--- config.mk ---
export PLATFORM = sky130hd
export DESIGN_NAME = note_lane_scheduler
export DESIGN_NICKNAME = d
export VERILOG_FILES = /design/src/rtl/note_lane_scheduler.sv
export SDC_FILE = /design/constraint.sdc
export NUM_CORES = 1
export LEC_CHECK = 0
export ABC_AREA = 1
export ABC_CLOCK_PERIOD_IN_PS = 3900
export BUFFER_PORTS_ARGS = -buffer_cell sky130_fd_sc_hd__clkbuf_2
export CORE_ASPECT_RATIO = 1.4
export CORE_MARGIN = 4
export CORE_UTILIZATION = 57
export CTS_CLUSTER_DIAMETER = 30
export DETAILED_ROUTE_END_ITERATION = 8
export GPL_ROUTABILITY_DRIVEN = 0
export PLACE_DENSITY = 0.82
export SLEW_MARGIN = 20
export SYNTH_ARGS = -nofsm -noshare
export SYNTH_HDL_FRONTEND = slang
export SYNTH_SLANG_ARGS = --single-unit
export TNS_END_PERCENT = 1
--- constraint.sdc ---
create_clock -name clk -period 3.9 [get_ports clk]
set_input_delay 0.78 -clock clk [delete_from_list [all_inputs] [get_ports clk]]
set_output_delay 0.78 -clock clk [all_outputs]
set_load 0.02 [all_outputs]
--- src/rtl/note_lane_scheduler.sv ---
// Falling-note playfield sequencer: walks the song table, allocates
// per-lane note slots, advances them per tick and retires at the bottom.
module note_lane_scheduler #(
  parameter int SLOTS      = 5,
  parameter int NOTE_COUNT = 23,
  parameter int GAP_W      = 6,
  parameter int POS_W      = 10,
  parameter int BOTTOM     = 490
) (
  input  logic                     clk,
  input  logic                     reset,
  input  logic                     tick,
  input  logic                     start,
  input  logic                     abort,
  input  logic                     pause,
  output logic [4:0]               note_addr,
  input  logic [2:0]               note_data,
  output logic [3*SLOTS-1:0]       slot_active,
  output logic [3*SLOTS*POS_W-1:0] slot_pos,
  output logic [1:0]               state,
  output logic                     song_done,
  output logic [7:0]               drop_count
);

  localparam int N = 3 * SLOTS;
  localparam logic [POS_W-1:0] BOT = POS_W'(BOTTOM);
  localparam logic [4:0] LAST = 5'(NOTE_COUNT - 1);

  typedef enum logic [1:0] {
    IDLE  = 2'b00,
    PLAY  = 2'b01,
    DRAIN = 2'b10,
    DONE  = 2'b11
  } state_t;

  state_t st, st_n;
  logic [GAP_W-1:0] gap, gap_n;
  logic [4:0] addr_n;
  logic [N-1:0] act_n;
  logic [N-1:0][POS_W-1:0] pos, pos_n;
  logic [7:0] drop_n;
  logic [8:0] drop_sum;
  logic [1:0] miss;
  logic found;

  assign slot_pos = pos;
  assign state = st;

  always_comb begin
    st_n = st;
    gap_n = gap;
    addr_n = note_addr;
    act_n = slot_active;
    pos_n = pos;
    drop_n = drop_count;
    drop_sum = '0;
    miss = '0;
    found = 1'b0;
    if (abort) begin
      if (st != IDLE) begin
        st_n = IDLE;
        act_n = '0;
        pos_n = '0;
      end
    end else if (!pause) begin
      unique case (st)
        IDLE: begin
          if (start) begin
            st_n = PLAY;
            addr_n = '0;
            gap_n = '0;
            drop_n = '0;
            act_n = '0;
            pos_n = '0;
          end
        end
        PLAY, DRAIN: begin
          if (tick) begin
            for (int i = 0; i < N; i++) begin
              if (slot_active[i]) begin
                if (pos[i] >= BOT) begin
                  act_n[i] = 1'b0;
                  pos_n[i] = '0;
                end else begin
                  pos_n[i] = pos[i] + 1'b1;
                end
              end
            end
            gap_n = gap + 1'b1;
            if (st == PLAY && gap == '0) begin
              // allocation looks at pre-tick occupancy only
              for (int l = 0; l < 3; l++) begin
                if (note_data[2-l]) begin
                  found = 1'b0;
                  for (int k = 0; k < SLOTS; k++) begin
                    if (!found && !slot_active[l*SLOTS+k]) begin
                      found = 1'b1;
                      act_n[l*SLOTS+k] = 1'b1;
                      pos_n[l*SLOTS+k] = '0;
                    end
                  end
                  if (!found) miss = miss + 1'b1;
                end
              end
              drop_sum = {1'b0, drop_count} + 9'(miss);
              drop_n = drop_sum[8] ? 8'hff : drop_sum[7:0];
              if (note_addr == LAST) st_n = DRAIN;
              else addr_n = note_addr + 1'b1;
            end
          end
          if (st == DRAIN && act_n == '0) st_n = DONE;
        end
        DONE: begin
          if (!start) st_n = IDLE;
        end
        default: ;
      endcase
    end
  end

  always_ff @(posedge clk or negedge reset) begin
    if (!reset) begin
      st <= IDLE;
      gap <= '0;
      note_addr <= '0;
      slot_active <= '0;
      pos <= '0;
      drop_count <= '0;
      song_done <= 1'b0;
    end else begin
      st <= st_n;
      gap <= gap_n;
      note_addr <= addr_n;
      slot_active <= act_n;
      pos <= pos_n;
      drop_count <= drop_n;
      song_done <= (st_n == DONE);
    end
  end

endmodule

==> out/summary.txt <==
total CTS buffers = 17
H-tree depth = 4
Synth cell types = 61
reg2reg end = drop_count[6]$_DFFE_PN0P_
Pleak = 6.30 nW
CP Launch Type = flop
Clock Tree Root = clkbuf_16
via/cell ratio = 5.67
CP top delay family = simple AND/OR/NAND/NOR gates
Overflow after GRT = 0
post-synth net total = 1502
Post-CTS Setup Bufs = 0
RSZ-0062 raised after global routing = false
drt pass-1 iters = 6
largest family of logic cells by synthesized area = simple AND/OR/NAND/NOR gates
most frequent cells in the layout = 294 x nand2_1, 188 x clkbuf_2, 187 x dfrtp_1
CP required = 4.22 ns
share of cells above drive strength 1 = 18.7%
GRT Overall Usage = 27.3%
fmax = 291 MHz
Final Hold Viols = 0
Avg Cell Area, Syn = 7.83 sq um
CTS clk-pin slew, worst paths = 0.07 ns
Post-Place Worst Slack = 0.550 ns
Area contributors post-synth = dfrtp_1 41%, nand2_1 9.7%, inv_1 6.1%
worst hold path class = in2async
final std cells w/o fill = 1895
Chip Width = 127 microns
Clock Sinks = 187
Synth area leader = dfrtp_1
post-CTS resize count = 0
worst-margin pin slew = 0.735 ns
Longest Clk Path Bufs = 2
worst path bufs/invs = 3
Setup CP Type = reg2reg
CP most frequent cell = nand2_1
ys async rst share = 100%
IR drop worst, VDD = 343 uV
outcome = finished, final reports clean
IO Port Bufs = 189
commonest non-fill, non-tap cell in the layout = nand2_1
Worst-Skew Late Latency = 0.44 ns
Vias = 10.7k
DP Wirelength = 22.1 mm
largest net degree at the start of global routing = 83
Cell Count Post-Placement = 1862
critical path peak fanout = 11
die extent in y = 175 microns
first-pass GRT wire length = 50.4 mm
EDFF count, synth = 0
XOR/XNOR Fraction of Synth Area = 2.78%
DR iter-0 viols = 848
critical path cell sequence = inv_4 > nor2_1 > nand2_1 > nor2_1 > ha_1 > nand2_1 > nand2_1 > nand2_1 > xor2_1 > inv_1 > fa_1 > nor2_1 > nand2_1 > nor2_1 > inv_1 > o32ai_1 > o21ai_0
multiplexer share of the synthesized area = 0%
#FFs+latches synth = 187
DRC Markers = 0
final setup violation count = 0
post-synthesis compound-gate area fraction = 14.5%
row count = 60
vias in the first global route = 10.3k
Slew Viols, Final = 0
Max-cap violations = 0
Hold Buf Count CTS = 0
Post-Syn Area = 11300 sq um
CP Capture Type = flop
Core Box Area = 19400 sq um
fin nets = 1685
number of top-level pins = 190
Layout Area Growth over Synthesis = 15.4%
DIE AREA = 22300 sq um
initial core utilization = 58.6%
minimum clock period = 3.44 ns
post-route ant nets = 0
WL/cell = 15.9 microns
CTS tree = yes
post-synth top area share = 41.2%
r2r setup slk = 0.46 ns
worst setup margin = 0.458 ns
synthesized instance count = 1450
sequential fraction of the synthesis area = 41.2%
Most used DFF post-synth = dfrtp_1
CP max stage delay = 0.59 ns
adder-cell share of the synthesized area = 4.81%
worst r2r src = slot_active[7]$_DFFE_PN0P_
initial antenna violation count = 1
CP max stage cell = dfrtp_1
R2R depth = 17
Fin Clk Skew = 0.0119 ns
synthesized-area fraction occupied by and/or/nand/nor cells = 28.0%
P per Cell Area = 421 nW/um^2
Total Wirelength = 30.1 mm
synth warn = 0
Max transition margin = 50.9%
worst path arrival time = 3.76 ns
setup TNS = 0 ns
Final period util = 88.2%
worst register-to-register path, cell delays in order (launching register included):
cell	delay (ns)
dfrtp_1	0.59
inv_4	0.10
nor2_1	0.17
nand2_1	0.09
nor2_1	0.27
ha_1	0.30
nand2_1	0.06
nand2_1	0.08
nand2_1	0.08
xor2_1	0.24
inv_1	0.09
fa_1	0.44
nor2_1	0.15
nand2_1	0.08
nor2_1	0.18
inv_1	0.10
o32ai_1	0.21
o21ai_0	0.11
how the worst max path moves through the flow:
stage	from	to	slack (ns)	cells past startpoint
after floorplan	slot_active[4]$_DFFE_PN0P_	drop_count[6]$_DFFE_PN0P_	0.90	17
after global placement	note_data[2]	drop_count[6]$_DFFE_PN0P_	0.64	17
after detailed placement	note_data[2]	drop_count[6]$_DFFE_PN0P_	0.55	17
after CTS	slot_active[7]$_DFFE_PN0P_	drop_count[6]$_DFFE_PN0P_	0.49	17
after global routing	slot_active[7]$_DFFE_PN0P_	drop_count[6]$_DFFE_PN0P_	0.13	17
final	slot_active[7]$_DFFE_PN0P_	drop_count[6]$_DFFE_PN0P_	0.46	17
synth_stat cells, types with 18 or more instances:
master	count
ha_1	42
inv_1	185
a21oi_1	78
inv_2	18
dfrtp_1	187
nor3_1	52
nor2_1	162
nand3_1	77
buf_2	21
o21ai_0	72
xor2_1	27
nand2_1	294
o22ai_1	27
nand4_1	19
report_power, final:
part,internal [mW],switching [mW],leakage (nW)
clock,0.977,0.808,0.283
combinational,0.382,1.26,3.42
sequential,2.00,0.0801,2.60
total,3.36,2.15,6.30
layer usage:
| layer | part of all wire, % | global-route usage [%] | up-vias | wire (microns) |
|---|---|---|---|---|
| met5 | 0 | 0 | - | 0 |
| met4 | 2.6 | 9.12 | 0 | 771 |
| met3 | 5.5 | 4.37 | 61 | 1650 |
| met2 | 51 | 47.4 | 365 | 15500 |
| met1 | 41 | 34.6 | 5108 | 12200 |
| li1 | - | - | 5202 | - |
registers in the layout, summed over array words and instances, names as in the netlist:
register and count:
slot_pos 150, slot_active 15, drop_count 8, gap 6
note_addr 5, state 2, song_done 1
stage by stage:
step	hold slack [ns]	instance area, sq um	utilization (%)	power, mW
finish	0.366	13100	67.6	5.51
detailed placement	0.473	12500	64.5	3.74
global route	0.441	13100	67.6	5.78
floorplan	0.454	11300	-	3.35
CTS	0.407	13100	67.6	5.52
global placement	0.472	12500	64.5	3.71
kinds of logic (layout without fill, tap and decap cells):
logic type	after synthesis	after routing
AOI/OAI and AO/OA	267	267
DFF	187	187
buffers and inverters	238	434
adders and majority gates	43	43
and+or+nand+nor	679	679
other	0	1
xor gates and xnor gates	36	36
layout make-up:
class | count | area, sq um
inverter | 205 | 777
timing repair buffer | 197 | 1040
clock buffer | 18 | 439
sequential | 187 | 4680
tap | 248 | 310
antenna | 1 | 2.50
multi-input combinational | 1025 | 5680
fill | 1591 | 6270
clock inverter | 14 | 161
Note: power is estimated with default switching activity, not from simulation.
